## src/rtl/adc_pack_pkg.sv

```systemverilog
// Shared types and helpers for the ADC sample-pair frame packer.
package adc_pack_pkg;

  typedef enum logic [3:0] {
    IDLE,
    HDR0,
    HDR1,
    HDR2,
    WAIT_A,
    WAIT_B,
    P0,
    P1,
    P2
  } state_e;

  typedef enum logic [1:0] {
    SEL_P0,
    SEL_P1,
    SEL_P2
  } pack_sel_e;

  localparam logic [7:0] HDR_B0_DEF = 8'hA5;
  localparam logic [7:0] HDR_B1_DEF = 8'h5A;

  // Two 12-bit samples occupy three bytes: A low, {B low nibble, A high nibble}, B high.
  function automatic logic [7:0] pack_byte(input pack_sel_e sel,
                                           input logic [11:0] a,
                                           input logic [11:0] b);
    logic [7:0] r;
    case (sel)
      SEL_P0:  r = a[7:0];
      SEL_P1:  r = {b[3:0], a[11:8]};
      default: r = b[11:4];
    endcase
    return r;
  endfunction

endpackage

```

## src/rtl/byte_out_reg.sv

```systemverilog
// One-deep valid/ready output register; accepts a new word while the held one drains.
module byte_out_reg #(
  parameter int unsigned W = 8
) (
  input  logic         clk_i,
  input  logic         rst_i,
  input  logic         load_valid_i,
  input  logic [W-1:0] load_data_i,
  output logic         load_ready_o,
  output logic         out_valid_o,
  output logic [W-1:0] out_data_o,
  input  logic         out_ready_i
);

  logic         valid_q, valid_d;
  logic [W-1:0] data_q, data_d;

  assign load_ready_o = !valid_q || out_ready_i;
  assign out_valid_o  = valid_q;
  assign out_data_o   = data_q;

  // Load when empty or draining this cycle, otherwise clear valid once consumed.
  always_comb begin
    valid_d = valid_q;
    data_d  = data_q;
    if (load_valid_i && load_ready_o) begin
      valid_d = 1'b1;
      data_d  = load_data_i;
    end else if (out_ready_i) begin
      valid_d = 1'b0;
    end
  end

  // Holding register with synchronous reset.
  always_ff @(posedge clk_i) begin
    if (rst_i) begin
      valid_q <= 1'b0;
      data_q  <= '0;
    end else begin
      valid_q <= valid_d;
      data_q  <= data_d;
    end
  end

endmodule

```

## src/rtl/adc_frame_packer.sv

```systemverilog
// Packs 12-bit ADC sample pairs into 3 bytes and frames every FRAME_PAIRS pairs
// behind a 3-byte header {HDR_B0, HDR_B1, frame index}.
module adc_frame_packer
  import adc_pack_pkg::*;
#(
  parameter int unsigned FRAME_PAIRS = 256,
  parameter logic [7:0]  HDR_B0      = HDR_B0_DEF,
  parameter logic [7:0]  HDR_B1      = HDR_B1_DEF,
  parameter int unsigned DROP_W      = 16
) (
  input  logic              clk_i,
  input  logic              rst_i,
  input  logic              enable_i,
  input  logic [11:0]       sample_i,
  input  logic              sample_valid_i,
  output logic              sample_ready_o,
  output logic [7:0]        byte_o,
  output logic              byte_valid_o,
  input  logic              byte_ready_i,
  output logic [7:0]        frame_cnt_o,
  output logic [DROP_W-1:0] drop_cnt_o,
  output logic              overflow_o
);

  localparam logic [15:0] LAST_PAIR = 16'(FRAME_PAIRS - 1);

  state_e            state_q, state_d;
  logic [15:0]       pair_q, pair_d;
  logic [7:0]        frame_q, frame_d;
  logic [11:0]       a_q, a_d;
  logic [11:0]       b_q, b_d;
  logic              ready_q, ready_d;
  logic [DROP_W-1:0] drop_q, drop_d;
  logic              ovf_q, ovf_d;

  logic              ld_valid;
  logic [7:0]        ld_data;
  logic              ld_ready;
  logic              in_xfer;

  assign in_xfer        = sample_valid_i && ready_q;
  assign sample_ready_o = ready_q;
  assign frame_cnt_o    = frame_q;
  assign drop_cnt_o     = drop_q;
  assign overflow_o     = ovf_q;

  byte_out_reg #(
    .W(8)
  ) u_out (
    .clk_i        (clk_i),
    .rst_i        (rst_i),
    .load_valid_i (ld_valid),
    .load_data_i  (ld_data),
    .load_ready_o (ld_ready),
    .out_valid_o  (byte_valid_o),
    .out_data_o   (byte_o),
    .out_ready_i  (byte_ready_i)
  );

  // State register plus frame datapath registers.
  always_ff @(posedge clk_i) begin
    if (rst_i) begin
      state_q <= IDLE;
      pair_q  <= '0;
      frame_q <= '0;
      a_q     <= '0;
      b_q     <= '0;
      ready_q <= 1'b0;
      drop_q  <= '0;
      ovf_q   <= 1'b0;
    end else begin
      state_q <= state_d;
      pair_q  <= pair_d;
      frame_q <= frame_d;
      a_q     <= a_d;
      b_q     <= b_d;
      ready_q <= ready_d;
      drop_q  <= drop_d;
      ovf_q   <= ovf_d;
    end
  end

  // Next state: byte-emitting states advance only once their byte is loaded.
  always_comb begin
    state_d = state_q;
    pair_d  = pair_q;
    frame_d = frame_q;
    a_d     = a_q;
    b_d     = b_q;
    case (state_q)
      IDLE:   if (enable_i) state_d = HDR0;
      HDR0:   if (ld_ready) state_d = HDR1;
      HDR1:   if (ld_ready) state_d = HDR2;
      HDR2:   if (ld_ready) state_d = WAIT_A;
      WAIT_A: begin
        if (in_xfer) begin
          a_d     = sample_i;
          state_d = WAIT_B;
        end
      end
      WAIT_B: begin
        if (in_xfer) begin
          b_d     = sample_i;
          state_d = P0;
        end
      end
      P0:     if (ld_ready) state_d = P1;
      P1:     if (ld_ready) state_d = P2;
      P2: begin
        if (ld_ready) begin
          if (pair_q == LAST_PAIR) begin
            pair_d  = '0;
            frame_d = frame_q + 8'd1;
            state_d = IDLE;
          end else begin
            pair_d  = pair_q + 16'd1;
            state_d = WAIT_A;
          end
        end
      end
      default: state_d = IDLE;
    endcase
  end

  // Outputs: byte offered to the output register, and registered sample_ready
  // computed from the next state so it is high exactly in WAIT_A/WAIT_B.
  always_comb begin
    ld_valid = 1'b0;
    ld_data  = '0;
    case (state_q)
      HDR0: begin ld_valid = 1'b1; ld_data = HDR_B0;                      end
      HDR1: begin ld_valid = 1'b1; ld_data = HDR_B1;                      end
      HDR2: begin ld_valid = 1'b1; ld_data = frame_q;                     end
      P0:   begin ld_valid = 1'b1; ld_data = pack_byte(SEL_P0, a_q, b_q); end
      P1:   begin ld_valid = 1'b1; ld_data = pack_byte(SEL_P1, a_q, b_q); end
      P2:   begin ld_valid = 1'b1; ld_data = pack_byte(SEL_P2, a_q, b_q); end
      default: ;
    endcase
    ready_d = (state_d == WAIT_A) || (state_d == WAIT_B);
  end

  // Drop accounting: samples offered outside IDLE while not ready.
  always_comb begin
    drop_d = drop_q;
    ovf_d  = ovf_q;
    if ((state_q != IDLE) && sample_valid_i && !ready_q) begin
      ovf_d = 1'b1;
      if (drop_q != '1) drop_d = drop_q + DROP_W'(1);
    end
  end

endmodule

```

## config.mk

```make
export PLATFORM = sky130hd
export DESIGN_NAME = adc_frame_packer
export DESIGN_NICKNAME = d
export VERILOG_FILES = /design/src/rtl/adc_pack_pkg.sv /design/src/rtl/byte_out_reg.sv /design/src/rtl/adc_frame_packer.sv
export SDC_FILE = /design/constraint.sdc
export NUM_CORES = 1
export LEC_CHECK = 0
export ABC_CLOCK_PERIOD_IN_PS = 5600
export CELL_PAD_IN_SITES_DETAIL_PLACEMENT = 1
export CELL_PAD_IN_SITES_GLOBAL_PLACEMENT = 2
export CORE_MARGIN = 1.5
export CORE_UTILIZATION = 36
export CTS_CLUSTER_DIAMETER = 40
export DETAILED_ROUTE_END_ITERATION = 6
export HOLD_SLACK_MARGIN = 0.02
export PLACE_DENSITY = 0.84
export SLEW_MARGIN = 15
export SYNTH_ARGS = -nofsm -noshare
export SYNTH_HDL_FRONTEND = slang
export SYNTH_HIERARCHICAL = 1
export SYNTH_SLANG_ARGS = --single-unit
```

## constraint.sdc

```tcl
create_clock -name clk_i -period 5.6 [get_ports clk_i]
set_input_delay 0.84 -clock clk_i [delete_from_list [all_inputs] [get_ports clk_i]]
set_output_delay 0.84 -clock clk_i [all_outputs]
set_load 0.02 [all_outputs]
```

==> results by group, run 1 <==
Routing
  – Drt total wl: between 10 and 15 mm
  – Initial drt markers: 204
  – Vias: 3502
  – Final ANT Viol Nets: 0
  – Via/cell ratio: ~5.5
  – Drt drc: 0
  – DR WL/cell: 16.7 microns
  – DRT Pass-1 Iters: 4

Floorplan
  – I/O pin count: 52
  – Starting Density: 36.6%
  – Die area: about 12000 sq um
  – Core area: 10700 sq um
  – Die W: 108 microns
  – Die Y: 108 microns
  – Cell Rows: 38

Logic synthesis
  – Syn_area_per_cell: 8.75 sq um
  – Sequential fraction of the synthesis area: approximately two fifths
  – Mapped Nets: 470
  – Unique masters post-synth: 50
  – #FFs+latches synth: 79
  – Largest cells by area after synthesis: dfxtp_1 (40%), mux2i_1 (6.6%), nor2_1 (5.1%), a21oi_1 (4.1%), nand3_1 (2.9%)
  – Synth Area in Adders: 0.953%
  – Synth top area share: 40.2%
  – Post-synth top area cell: dfxtp_1
  – Syn Inst Count: 450
  – Compound-cell area share of the yosys netlist: 17.9%
  – Synth Area in Simple Gates: 25.4%
  – Synth Area in XOR/XNOR: 2.67%
  – EDFF count, synth: 0
  – Asr flop ratio synth: 0%
  – Synth Warn #: 6
  – Post-Syn Area: 3940 sq um
  – Portion of netlist area occupied by mux cells: 8.04%
  – Top-count cell post-synth: dfxtp_1
  – Most used DFF post-synth: dfxtp_1
  – Largest family of logic cells by synthesized area: simple AND/OR/NAND/NOR gates
  – Commonest cells in the netlist: dfxtp_1 (79), nor2_1 (54), a21oi_1 (32)

CTS
  – CTS tree: built
  – Post-CTS setup buffers: 0
  – H-tree levels: 3
  – Post-cts sizing count: 0
  – Later-pin clock latency in the skew report: 350 ps
  – Root buf cell: clkbuf_8
  – CTS buffer count: 9
  – CTS Buffer Depth: 2
  – Hold_buf cts: 0
  – Clock Sinks: 79
  – Clk slew on worst S/H paths: 80 ps

Global routing
  – First-pass GRT wire length: 17.7 mm
  – Vias in the first global route: between 3000 and 4000
  – Pin count of the biggest net entering global routing: 69
  – GR Overflow Total: 0
  – Tot GR Track Use: 19.4%
  – Initial antenna violation count: 0

STA
  – Clk_skew: 7.40 ps
  – Min cycle time layout: 2820 ps
  – Worst Tran Pin Value: 1130 ps
  – Tcrit/Tclk final: 50.4%
  – RSZ-0062 raised after global routing: no
  – Sum Neg Setup Slack: 0 ps
  – Peak Freq: between 300 and 400 MHz
  – Final Hold Viols: 0
  – Setup violators final: 0
  – Relative slew slack: 24.1%
  – Pins over their slew limit: 0

Final layout
  – Nets: 509
  – # diodes: 0
  – Area growth, synth to finish: 18.7%
  – Non-Filler Instances: 633
  – Layout cells sized above 1: 7.30%

Job
  – Max-Cap Viols: 0

Pwr
  – Power density cells: roughly 260 nW/um^2
  – Worst vdd rail ir drop: 0.105 mV
  – Leak pwr: about 0.0014 uW

Placement
  – Placed instance count: 618
  – Port buffer count: 51
  – Routability cong.: 0.763
  – Post-DP HPWL: around 7.2 mm

Outcome
  – Outcome: finished clean

Setup path
  – Crit end category: register
  – Worst Path Max Fanout: 19
  – FF-to-FF setup slack: roughly 2800 ps
  – Critical Path Source Type: register
  – Worst EP arrival: between 3000 and 4000 ps
  – Setup CP Type: register to register
  – Req. time, crit path: 5890 ps

Worst hold path
  – Min-Delay Path Class: register to register
-- power by group --
group | switching (uW) | total, uW | internal (uW)
logic | 119 | 209 | 90.4
clock network | 199 | 370 | 171
registers | 36.5 | 616 | 580
-- layout make-up --
class                      instances  area, sq um
clock buffer                      14          153
clock inverter                     1         5.00
fill                            1314         6070
inverter                          12         45.0
multi-input combinational        332         2180
sequential                        79         1580
tap                              140          175
timing repair buffer              55          536
-- path summary, 6_finish.rpt --
kind	start	end	cells past startpoint
setup / recovery	state_q[0]$_SDFF_PP0_	u_out/out_data_o[0]$_SDFFE_PP0P_	6
hold / removal	overflow_o$_SDFFE_PP0P_	overflow_o$_SDFFE_PP0P_	2
setup reg to reg	state_q[0]$_SDFF_PP0_	u_out/out_data_o[0]$_SDFFE_PP0P_	6
hold reg to reg	overflow_o$_SDFFE_PP0P_	overflow_o$_SDFFE_PP0P_	2
-- critical path, stage by stage (launching register included) --
cell and delay [ps]:
dfxtp_1 760, inv_1 260, nor2_1 370, nor2_1 80
o21ai_1 890, nand3_1 230, a21oi_2 170
-- cells in the final DEF, fill, tap and decap left out, drive strengths merged, types with 7 or more instances in the layout --
master / Yosys / routed
xnor2: 7 / 7
nand3: 23 / 23
o21ai: 14 / 14
clkdlybuf4s50: 0 / 50
a22oi: 10 / 10
clkbuf: 14 / 14
nand4: 12 / 12
or4: 16 / 16
or3: 8 / 8
nand2b: 11 / 11
a21oi: 40 / 40
inv: 12 / 12
nor2: 54 / 54
and3: 7 / 7
a21bo: 8 / 8
dfxtp: 79 / 79
nor4: 8 / 8
o31ai: 14 / 14
nand2: 18 / 18
mux2i: 26 / 26
-- through the flow --
step	worst slack [ps]	power [uW]	instance area, sq um	utilization [%]	hold WS [ps]
CTS	2570	1210	4670	43.4	499
floorplan	3170	778	3940	-	458
global placement	2320	833	4510	42.0	464
detailed placement	2180	839	4510	42.0	479
finish	2780	1200	4670	43.5	497
global route	2530	1260	4670	43.5	524
-- metal layers --
metal,up-vias,GRT usage [%],routed length (microns)
met3,15,2.85,306
met2,50,32.5,5110
met4,0,7.89,195
met5,-,0,0
li1,1731,-,-
met1,1706,25.0,4940
-- cell families (layout without fill, tap and decap cells) --
family	after synthesis	in the layout
fa+ha+maj	3	3
compound gates	103	103
buf+inv	39	82
xor+xnor	12	12
mux	31	31
simple gates	183	183
flops	79	79
-- registers in the layout (all words and copies together) (netlist names) --
| register | flops |
|---|---|
| frame_cnt_o | 8 |
| state_q | 4 |
| u_out/out_valid_o | 1 |
| u_out/out_data_o | 8 |
| sample_ready_o | 1 |
| drop_cnt_o | 16 |
| pair_q | 16 |
| overflow_o | 1 |
| a_q | 12 |
| b_q | 12 |
Power figures use the tool's default switching activity.
==> run 2: changes to the inputs <==
--- a/config.mk
+++ b/config.mk
@@ -5,15 +5,15 @@
 export SDC_FILE = /design/constraint.sdc
 export NUM_CORES = 1
 export LEC_CHECK = 0
-export ABC_CLOCK_PERIOD_IN_PS = 5600
+export ABC_CLOCK_PERIOD_IN_PS = 2900
 export CELL_PAD_IN_SITES_DETAIL_PLACEMENT = 1
 export CELL_PAD_IN_SITES_GLOBAL_PLACEMENT = 2
 export CORE_MARGIN = 1.5
-export CORE_UTILIZATION = 36
+export CORE_UTILIZATION = 33
 export CTS_CLUSTER_DIAMETER = 40
 export DETAILED_ROUTE_END_ITERATION = 6
 export HOLD_SLACK_MARGIN = 0.02
-export PLACE_DENSITY = 0.84
+export PLACE_DENSITY = 0.77
 export SLEW_MARGIN = 15
 export SYNTH_ARGS = -nofsm -noshare
 export SYNTH_HDL_FRONTEND = slang
==> constraint.sdc (replaced) <==
create_clock -name clk_i -period 2.9 [get_ports clk_i]
set_input_delay 0.435 -clock clk_i [delete_from_list [all_inputs] [get_ports clk_i]]
set_output_delay 0.435 -clock clk_i [all_outputs]
set_load 0.02 [all_outputs]
==> results by group, run 2 (same netlist as run 1, synthesis figures left out) <==
STA
  – Pins over their slew limit: 0 (unchanged)
  – Relative slew slack: 59.3% (was 24.1%)
  – Setup violators final: 0 (unchanged)
  – Final Hold Viols: 0 (unchanged)
  – Peak Freq: 428 MHz (was 354 MHz)
  – Clk_skew: 8.93 ps (was 7.40 ps)
  – Tcrit/Tclk final: 80.5% (was 50.4%)
  – Worst Tran Pin Value: 606 ps (was 1130 ps)
  – Sum Neg Setup Slack: 0 ps (unchanged)
  – RSZ-0062 raised after global routing: no (unchanged)
  – Min cycle time layout: 2330 ps (was 2820 ps)

Floorplan
  – Die W: 112 microns (was 108 microns)
  – Core area: 11500 sq um (was 10700 sq um)
  – Cell Rows: 39 (was 38)
  – Starting Density: 34.2% (was 36.6%)
  – I/O pin count: 52 (unchanged)
  – Die Y: 112 microns (was 108 microns)
  – Die area: 12600 sq um (was 11600 sq um)

Routing
  – Initial drt markers: 175 (was 204)
  – DRT Pass-1 Iters: 6 (was 4)
  – Drt total wl: 10.8 mm (was 10.5 mm)
  – DR WL/cell: 16.7 microns (about the same)
  – Vias: 3557 (was 3502)
  – Drt drc: 0 (unchanged)
  – Via/cell ratio: 5.48 (was 5.53)
  – Final ANT Viol Nets: 0 (unchanged)

Setup path
  – Req. time, crit path: 3170 ps (was 5890 ps)
  – Crit end category: register (unchanged)
  – Worst Path Max Fanout: 18 (was 19)
  – FF-to-FF setup slack: 570 ps (was 2780 ps)
  – Reg-to-Reg End: frame_cnt_o[3]$_SDFFE_PP0P_ (was u_out/out_data_o[0]$_SDFFE_PP0P_)
  – Setup CP Type: register to register (unchanged)
  – Worst r2r path cells: 4 (was 6)
  – Critical Path Source Type: register (unchanged)
  – Worst EP arrival: 2600 ps (was 3110 ps)
  – Crit Reg-Reg Startpoint: state_q[3]$_SDFF_PP0_ (was state_q[0]$_SDFF_PP0_)

CTS
  – Post-CTS setup buffers: 0 (unchanged)
  – Later-pin clock latency in the skew report: 340 ps (was 350 ps)
  – Post-cts sizing count: 0 (unchanged)
  – Clk slew on worst S/H paths: 60 ps (was 80 ps)
  – CTS tree: built (unchanged)
  – CTS Buffer Depth: 2 (unchanged)
  – CTS buffer count: 9 (unchanged)
  – Hold_buf cts: 0 (unchanged)
  – Root buf cell: clkbuf_16 (was clkbuf_8)
  – H-tree levels: 3 (unchanged)
  – Clock Sinks: 79 (unchanged)

Final layout
  – Nets: 523 (was 509)
  – Layout cells sized above 1: 10.3% (was 7.30%)
  – # diodes: 0 (unchanged)
  – Area growth, synth to finish: 24.8% (was 18.7%)
  – Layout Utilization: 42.7% (was 43.5%)
  – Most common cell after layout, fill and taps aside: dfxtp_1 (unchanged)
  – Multi-input logic area: 2170 sq um (was 2180 sq um)
  – Commonest cells after routing, fill and taps aside: dfxtp_1 (79), nor2_1 (54), clkdlybuf4s50_1 (50) (unchanged)
  – Register Area: 1580 sq um (unchanged)
  – # fillers: 1358 (was 1314)

Job
  – Max-Cap Viols: 0 (unchanged)

Global routing
  – Vias in the first global route: 3789 (was 3567)
  – Initial antenna violation count: 0 (unchanged)
  – Pin count of the biggest net entering global routing: 32 (was 69)
  – Tot GR Track Use: 18.4% (was 19.4%)
  – GR Overflow Total: 0 (unchanged)
  – First-pass GRT wire length: 18.9 mm (was 17.7 mm)

Worst hold path
  – Worst Hold End: a_q[11]$_SDFFE_PP0P_ (was overflow_o$_SDFFE_PP0P_)
  – Hold path depth: 2 (unchanged)
  – Hold_sp: a_q[11]$_SDFFE_PP0P_ (was overflow_o$_SDFFE_PP0P_)
  – Min-Delay Path Class: register to register (unchanged)

Placement
  – Routability cong.: 0.754 (was 0.763)
  – Port buffer count: 51 (unchanged)
  – Post-DP HPWL: 7.68 mm (was 7.21 mm)

Pwr
  – Worst vdd rail ir drop: 0.222 mV (was 0.105 mV)
  – Leak pwr: 0.00159 uW (was 0.00145 uW)
  – Power density cells: 564 nW/um^2 (was 256 nW/um^2)

Outcome
  – Outcome: finished clean (unchanged)
run 2: area by class of cell:
class / count / area share, %
clock buffers: 11 / 5.14
clock inverters: 3 / 0.891
inverters: 12 / 0.916
multi-input cells: 332 / 44.2
flip-flops and latches: 79 / 32.2
well taps: 143 / 3.64
repair buffers: 69 / 13.0
run 2: critical path: stages (launching register included):
cell,delay (ps)
dfxtp_1,480
nor4b_2,540
nand2_1,460
or4_1,620
a21oi_1,150
run 2: worst max path at each step:
| stage | from | endpoint | slack [ps] | depth (start not counted) |
|---|---|---|---|---|
| after global routing | state_q[3]$_SDFF_PP0_ | frame_cnt_o[3]$_SDFFE_PP0P_ | 340 | 4 |
| after floorplan | drop_cnt_o[10]$_SDFFE_PP0P_ | drop_cnt_o[0]$_SDFFE_PP0P_ | 710 | 4 |
| after detailed placement | byte_ready_i | pair_q[13]$_SDFFE_PP0P_ | 460 | 6 |
| after CTS | state_q[3]$_SDFF_PP0_ | frame_cnt_o[5]$_SDFFE_PP0P_ | 480 | 4 |
| after global placement | byte_ready_i | pair_q[15]$_SDFFE_PP0P_ | 490 | 6 |
| final | state_q[3]$_SDFF_PP0_ | frame_cnt_o[3]$_SDFFE_PP0P_ | 570 | 4 |
run 2: metrics by stage:
| step | area, sq um | worst slack [ps] | std cells | hold slack (ps) | total power, uW |
|---|---|---|---|---|---|
| floorplan | 3940 | 705 | 450 | 458 | 1500 |
| global placement | 4620 | 488 | 635 | 474 | 1640 |
| detailed placement | 4620 | 459 | 635 | 485 | 1650 |
| CTS | 4920 | 475 | 649 | 504 | 2810 |
| global route | 4920 | 343 | 649 | 532 | 2900 |
| finish | 4920 | 566 | 649 | 499 | 2770 |
run 2: where the power goes:
part | switching (uW) | total (uW) | internal [uW]
registers | 38.6 | 1160 | 1120
logic | 270 | 466 | 195
clock network | 444 | 1150 | 704
run 2: per-layer routing:
layer  global-route usage, %  routed length, microns  up-vias
met2                    30.9                    5130       51
met4                    6.84                     205        0
met5                       0                       0        -
met3                    3.24                     317       13
met1                    23.8                    5200     1730
li1                        -                       -     1763
